### src/rtl/bounce_generator_if.sv
// Bounce generator bus: press request in, bouncy button and status out.
// master drives start/hold_counts; slave returns button/busy/done.
interface bounce_generator_if;
  logic        start;
  logic [15:0] hold_counts;
  logic        button;
  logic        busy;
  logic        done;

  modport master (
    output start,
    output hold_counts,
    input  button,
    input  busy,
    input  done
  );

  modport slave (
    input  start,
    input  hold_counts,
    output button,
    output busy,
    output done
  );
endinterface

### src/rtl/bounce_generator.sv
// Synthetic mechanical-button model: LFSR-timed contact bounce on press
// and release, a clean hold in between, busy for the whole press, done
// pulse at the end.
// Ports: clk, reset (async, active-high); bus.slave carries start,
// hold_counts (in) and button, busy, done (registered out).
module bounce_generator #(
  parameter int unsigned BOUNCE_COUNTS = 500,
  parameter int unsigned GAP_BITS      = 4,
  parameter logic [15:0] SEED          = 16'hACE1
) (
  input  logic clk,
  input  logic reset,
  bounce_generator_if.slave bus
);

  localparam logic [15:0] SEED_EFF =
    (SEED == 16'h0000) ? 16'hACE1 : SEED;
  localparam logic [15:0] BC_M1 =
    16'(BOUNCE_COUNTS - 1);
  localparam int GW = GAP_BITS + 1;

  typedef enum logic [1:0] {
    IDLE,
    PRESS_BOUNCE,
    HOLD,
    RELEASE_BOUNCE
  } state_e;

  state_e        state_q, state_d;
  logic [15:0]   lfsr_q, lfsr_d;
  logic [GW-1:0] gap_q, gap_d;
  logic [15:0]   cnt_q, cnt_d;
  logic [15:0]   hold_q, hold_d;
  logic          button_q, button_d;
  logic          busy_q, busy_d;
  logic          done_q, done_d;
  logic [GW-1:0] gap_load;

  // Galois LFSR; a nonzero state never maps to zero.
  assign lfsr_d = {1'b0, lfsr_q[15:1]}
                ^ (lfsr_q[0] ? 16'hB400 : 16'h0000);

  // Gap of 1..2^GAP_BITS cycles.
  assign gap_load = GW'(lfsr_q[GAP_BITS-1:0]) + GW'(1);

  always_comb begin
    state_d  = state_q;
    gap_d    = gap_q;
    cnt_d    = cnt_q;
    hold_d   = hold_q;
    button_d = button_q;
    busy_d   = busy_q;
    done_d   = 1'b0;
    unique case (state_q)
      IDLE: begin
        button_d = 1'b0;
        busy_d   = 1'b0;
        if (bus.start) begin
          state_d  = PRESS_BOUNCE;
          button_d = 1'b1;
          busy_d   = 1'b1;
          hold_d   = (bus.hold_counts == 16'd0)
                   ? 16'd1 : bus.hold_counts;
          cnt_d    = BC_M1;
          gap_d    = gap_load;
        end
      end
      PRESS_BOUNCE, RELEASE_BOUNCE: begin
        if (cnt_q == 16'd0) begin
          // Forced end level overrides any toggle due now.
          if (state_q == PRESS_BOUNCE) begin
            state_d  = HOLD;
            button_d = 1'b1;
            cnt_d    = hold_q - 16'd1;
            gap_d    = '0;
          end else begin
            state_d  = IDLE;
            button_d = 1'b0;
            busy_d   = 1'b0;
            done_d   = 1'b1;
            cnt_d    = 16'd0;
            gap_d    = '0;
          end
        end else begin
          cnt_d = cnt_q - 16'd1;
          if (gap_q == GW'(1)) begin
            button_d = ~button_q;
            gap_d    = gap_load;
          end else begin
            gap_d = gap_q - GW'(1);
          end
        end
      end
      HOLD: begin
        button_d = 1'b1;
        if (cnt_q == 16'd0) begin
          state_d  = RELEASE_BOUNCE;
          button_d = 1'b0;
          cnt_d    = BC_M1;
          gap_d    = gap_load;
        end else begin
          cnt_d = cnt_q - 16'd1;
        end
      end
    endcase
  end

  always_ff @(posedge clk or posedge reset) begin
    if (reset) begin
      state_q  <= IDLE;
      lfsr_q   <= SEED_EFF;
      gap_q    <= '0;
      cnt_q    <= 16'd0;
      hold_q   <= 16'd0;
      button_q <= 1'b0;
      busy_q   <= 1'b0;
      done_q   <= 1'b0;
    end else begin
      state_q  <= state_d;
      lfsr_q   <= lfsr_d;
      gap_q    <= gap_d;
      cnt_q    <= cnt_d;
      hold_q   <= hold_d;
      button_q <= button_d;
      busy_q   <= busy_d;
      done_q   <= done_d;
    end
  end

  assign bus.button = button_q;
  assign bus.busy   = busy_q;
  assign bus.done   = done_q;

endmodule

### src/flat_wrapper.sv
// flat-port wrapper written by rule: the top's interface ports become plain ports
module bounce_generator_flat 
#(
  parameter int unsigned BOUNCE_COUNTS = 500,
  parameter int unsigned GAP_BITS      = 4,
  parameter logic [15:0] SEED          = 16'hACE1
)
  (clk, reset, bus_start, bus_hold_counts, bus_button, bus_busy, bus_done);
  bounce_generator_if bus_i ();
  input  logic clk;
  input  logic reset;
  input wire logic [$bits(bus_i.start)-1:0] bus_start;
  input wire logic [$bits(bus_i.hold_counts)-1:0] bus_hold_counts;
  output wire logic [$bits(bus_i.button)-1:0] bus_button;
  output wire logic [$bits(bus_i.busy)-1:0] bus_busy;
  output wire logic [$bits(bus_i.done)-1:0] bus_done;
  assign bus_i.start = bus_start;
  assign bus_i.hold_counts = bus_hold_counts;
  assign bus_button = bus_i.button;
  assign bus_busy = bus_i.busy;
  assign bus_done = bus_i.done;
  bounce_generator #(.BOUNCE_COUNTS(BOUNCE_COUNTS), .GAP_BITS(GAP_BITS), .SEED(SEED)) u_core (.clk(clk), .reset(reset), .bus(bus_i));
endmodule
### config.mk
export PLATFORM = sky130hd
export DESIGN_NAME = bounce_generator_flat
export DESIGN_NICKNAME = d
export VERILOG_FILES = /design/src/rtl/bounce_generator_if.sv /design/src/rtl/bounce_generator.sv /design/src/flat_wrapper.sv
export SDC_FILE = /design/constraint.sdc
export NUM_CORES = 1
export LEC_CHECK = 0
export BUFFER_PORTS_ARGS = -buffer_cell sky130_fd_sc_hd__buf_2
export CAP_MARGIN = 20
export CELL_PAD_IN_SITES_DETAIL_PLACEMENT = 0
export CELL_PAD_IN_SITES_GLOBAL_PLACEMENT = 2
export CORE_MARGIN = 3
export CORE_UTILIZATION = 35
export CTS_BUF_LIST = sky130_fd_sc_hd__clkbuf_8
export CTS_CLUSTER_SIZE = 10
export DETAILED_ROUTE_END_ITERATION = 8
export PLACE_DENSITY = 0.69
export SYNTH_ARGS = -nofsm -noshare
export SYNTH_HDL_FRONTEND = slang
export SYNTH_SLANG_ARGS = --single-unit
### constraint.sdc
create_clock -name clk -period 7.2 [get_ports clk]
set_input_delay 1.44 -clock clk [delete_from_list [all_inputs] [get_ports clk]]
set_output_delay 1.44 -clock clk [all_outputs]
set_load 0.05 [all_outputs]
======== Word level (Yosys, flattened, before mapping) ========
Cells that the tools add are included.
cells by class
  add/sub/neg operators ................... 4
  equality and inequality tests ........... 9
  muxes and demuxes ....................... 29
  bitwise gates (word level) .............. 2
  reduce and logical (&&, ||, !) cells .... 9
operators with widths
  operator                                                               count
  16-bit two-way mux                                                     6
  16-bit one-hot mux with 3 select lines                                 1
  16-bit zero test                                                       2
  16-bit by 1-bit subtractor with 16-bit output (second input constant)  2
  5-bit two-way mux                                                      4
  15-bit by 16-bit XOR with 16-bit output                                1
  5-bit one-hot mux with 3 select lines                                  1
  1-bit two-way mux                                                      10
  2-bit two-way mux                                                      4
  2-bit one-hot mux with 3 select lines                                  1
  3-bit AND reduction                                                    2
  4-bit by 1-bit adder with 5-bit output (second input constant)         1
  5-bit by 1-bit == test with 1-bit output (second input constant)       1
  5-bit by 1-bit subtractor with 5-bit output (second input constant)    1
  2-bit == test (second input constant)                                  2
  2-bit by 1-bit != test with 1-bit output (second input constant)       2
  2-bit != test (second input constant)                                  2
  2-bit AND reduction                                                    2
  3-bit by 1-bit != test with 1-bit output (second input constant)       1
  1-bit one-hot mux with 3 select lines                                  1
  2-bit by 1-bit == test with 1-bit output (second input constant)       1
  2-bit zero test                                                        1
  1-bit one-hot mux with 2 select lines                                  1
  2-bit nonzero test                                                     1
  other kinds (2)                                                        2
storage, ports and cells
  flip-flop bits (word level) ............. 58
  bits of input ports ..................... 19
  output and inout port bits .............. 3
  word-level logic and storage cells ...... 61

======== Logic depth before layout (Yosys ltp) ========
  word-level depth ........................ 4
  mapped depth ............................ 8
  depth with buffers taken out ............ 7

======== Worst setup path before layout ========
OpenSTA, ideal clock, no wires.
  path kind ............................... in2reg
  start ................................... input bus_start
  end ..................................... register u_core.hold_q[15]
  setup time .............................. 0.125 ns
  arrival ................................. 2.345 ns
  required time ........................... 7.075 ns
  slack ................................... 4.730 ns
  stages .................................. 3
  path through ............................ nand2_1 > clkbuf_1 > mux2_2
on the way
  longest elaborated chain between the ends .. 1
ends and longest elaborated chain
  what                           RTL line                 RTL
  start, declared                flat_wrapper.sv:12       input wire logic [$bits(bus_i.start)-1:0] bus_start;
  2-bit AND reduction (no line)  -
  end signal, assigned           bounce_generator.sv:123  hold_q <= hold_d;
  end, declared                  bounce_generator.sv:33   logic [15:0] hold_q, hold_d;
Every way passes these cells.
A chain may end at the register's enable or synchronous reset.

======== Final worst setup path ========
  start ................................... input bus_start
  end ..................................... register u_core.gap_q[3]
on the way
  longest elaborated chain between the ends .. 2
ends and longest elaborated chain
  what                           RTL line                 RTL
  2-bit != test (no line)        -
  2-bit AND reduction (no line)  -
  end signal, assigned           bounce_generator.sv:121  gap_q <= gap_d;
  end, declared                  bounce_generator.sv:31   logic [GW-1:0] gap_q, gap_d;
Every way passes these cells.

==> summary.txt <==
Floorplanning
  • Std-Cell Rows: 35
  • Core ar.: 0.00928 mm²
  • Die Area: 0.0108 mm²
  • IO Count: 22
  • DIE HEIGHT: 104 µm
  • Die outline width: 104 µm
  • Starting density of the core: 0.362

Routing
  • Antenna viol nets, final: 0
  • DR vias: 2732
  • Iter 0 DRT Violations: 166
  • Final WL: 8.49 mm
  • Drt first pass iters: 5
  • # DRC: 0
  • Via/cell ratio: 5.60
  • Wire per inst: 17.4 µm

Yosys
  • Fraction of registers with async set/reset: 1.00
  • Syn Std Cell Area: 0.00336 mm²
  • Yosys warns: 0
  • Simple-Gate Fraction of Synth Area: 0.206
  • Xor/xnor cell area share of the yosys netlist: 0.0495
  • Largest family of logic cells by synthesized area: simple AND/OR/NAND/NOR gates
  • Post-synth top cells: 50 x dfrtp_1, 23 x nor2_1, 16 x inv_1, 15 x mux2_2, 15 x nand2_1
  • Sequential fraction of the synthesis area: 0.434
  • Mapped Cells: 332
  • Most numerous cell in the Yosys netlist: dfrtp_1
  • Post-synthesis register bit count: 58
  • Area leader, netlist: dfrtp_1
  • Prevailing post-synth register cell: dfrtp_1
  • Unique masters post-synth: 71
  • Post-synth EDFFs: 0
  • Top-area cell type share of the netlist area: 0.372
  • Syn Nets: 363
  • Compound-cell area share of the yosys netlist: 0.167
  • Area contributors post-synth: dfrtp_1 37%, dfstp_2 6.2%, mux2_2 5.0%
  • Syn avg cell area: 10.1 µm²
  • Post-synthesis adder-cell area fraction: 0.0446
  • Mux contribution to synthesized area: 0.0625

Critical path
  • Crit path from: bus_start
  • Worst Path Arrival: 3.28 ns
  • Critical Path Source Type: primary input
  • CP required: 7.46 ns
  • CP Max Fanout: 14
  • CP Capture Type: flop
  • Setup CP Type: in -> reg
  • Reg2reg start: u_core.cnt_q[6]

Clocking
  • Number of H-tree levels: 3
  • # hold bufs at CTS: 0
  • Root Driver: clkbuf_8
  • CTS resizes: 0
  • CTS buffer count: 9
  • Clock Pin Slew Worst Setup and Hold Paths: 0.08 ns
  • Setup Buffers After CTS: 0
  • Clock latency on the worst-skew pair: 0.34 ns
  • Clock Sink Count: 58
  • CTS tree: built
  • Max Root-Sink Buffers: 2

STA
  • Worst slew pin tran: 1.02 ns
  • Max-slew violation count: 0
  • Final Hold Fails: 0
  • RSZ-0062 raised after global routing: no
  • Worst clock skew: 0.0129 ns
  • Fmax: 331 MHz
  • Endpoints failing setup: 0
  • Final worst path period share: 0.420
  • Post-route minimum period: 3.02 ns
  • Relative slew slack: 0.316
  • Total negative slack: 0 ns
  • Worst Slack Setup Final: 4.18 ns

Run
  • MaxCap Viol Count: 0

Power and ir drop
  • Lkg Pwr: 1.60 nW
  • Pwr Density: 460 mW/mm²
  • VDD IR max: 0.000226 V

Worst hold path
  • Hold Startpoint: u_core.lfsr_q[4]
  • Worst Hold Class: reg -> reg

GRT
  • First-pass GRT wire length: 14.1 mm
  • Largest net degree at the start of global routing: 59
  • All-Layer GR Usage: 0.162
  • Global route overflow: 0
  • Vias in the first global route: 2698
  • Antenna violations before repair: 0

Placed design
  • Worst slack, placed: 3.82 ns
  • Final RePlAce weighted congestion: 0.796
  • Placed Cells incl. Taps: 472
  • Post-DP HPWL: 5.96 mm
  • Buffers on Ports: 21

Final layout
  • Fill count: 935
  • Area grow syn2layout: 13.2%
  • N_diodes: 0
  • Fraction of layout cells with a size suffix above 1: 0.209
  • Final Non-Filler Cells: 488
  • Final #Nets: 385

Run status
  • Status: complete, no violations
==> layer usage <==
metal	wire, µm	vias up	global-route usage	share of wire
met1	4170	1361	0.223	0.49
met4	108	0	0.0589	0.013
met2	3890	59	0.247	0.46
met5	0	-	0	0
met3	317	9	0.0422	0.037
li1	-	1303	-	-
==> sequential cells by signal, indices dropped and copies added (netlist names) <==
register and cells:
u_core.state_q 2, u_core.bus.busy 1, u_core.bus.button 1, u_core.lfsr_q 16, u_core.bus.done 1, u_core.cnt_q 16, u_core.hold_q 16, u_core.gap_q 5
==> path summary, 6_finish.rpt <==
kind / slack [ns] / to / cells after the start
max in group asynchronous: 5.39 / u_core.cnt_q[14] / 3
min in group asynchronous: 1.31 / u_core.lfsr_q[1] / 3
max: 4.18 / u_core.gap_q[3] / 6
min reg2reg: 0.35 / u_core.lfsr_q[3] / 0
max reg2reg: 4.34 / u_core.cnt_q[7] / 5
min: 0.35 / u_core.lfsr_q[3] / 0
==> worst max-delay path, cell delays in order <==
cell and delay [ns]:
buf_2 0.13, nor2b_1 0.79, nor2_1 0.15, a31oi_1 0.49, nor2_1 0.10, a22oi_1 0.17
==> placed cells by master (no fill, tap or decap), types with 3 or more instances in the layout <==
master,n
o31ai_1,5
o211ai_1,4
nand2_1,15
o21ai_1,9
or3_1,6
nor2_1,23
or4_1,7
xor2_1,10
nand2b_1,7
clkbuf_8,9
mux2_2,15
a211oi_1,4
dfrtp_1,50
and2_1,3
ha_1,12
a22oi_1,3
a21oi_1,11
a311oi_1,3
inv_1,15
nand3_1,6
and3_1,3
o21ai_0,6
a31oi_1,3
nor3_1,13
nor4_1,9
nand4_1,7
mux2i_1,3
buf_2,21
dfstp_2,8
xnor2_1,9
==> where the power goes <==
part	internal (W)	switching (W)	leakage, nW
Clock	0.000197	0.000152	0.106
Sequential	0.000431	0.000118	0.716
Combinational	0.000352	0.000502	0.778
Total	0.000980	0.000771	1.60
==> cell families (layout without fill, tap and decap cells) <==
kind of cell             after synthesis  in the layout
AO/OA/AOI/OAI                         78             78
XOR/XNOR                              19             19
adder cells (fa/ha/maj)               12             12
buffers and inverters                 28             55
flip-flops                            58             58
multiplexers                          19             19
AND/OR/NAND/NOR                      118            118
==> through the flow <==
stage	area [µm²]	hold WS (ns)	utilization	total power (W)
global placement	3580	0.332	0.386	0.00141
finish	3810	0.353	0.410	0.00175
global route	3810	0.361	0.410	0.00189
CTS	3810	0.362	0.410	0.00176
detailed placement	3580	0.338	0.386	0.00140
floorplan	3360	0.331	-	0.00119
==> layout make-up <==
type	count	area, µm²	share of cell area
Multi-Input combinational cell	246	1780	0.468
Clock inverter	7	101	0.0266
Clock buffer	9	124	0.0325
Sequential cell	58	1460	0.384
Inverter	16	60.1	0.0158
Timing Repair Buffer	23	120	0.0315
Tap cell	129	161	0.0424
(Power assumes the default switching activity.)
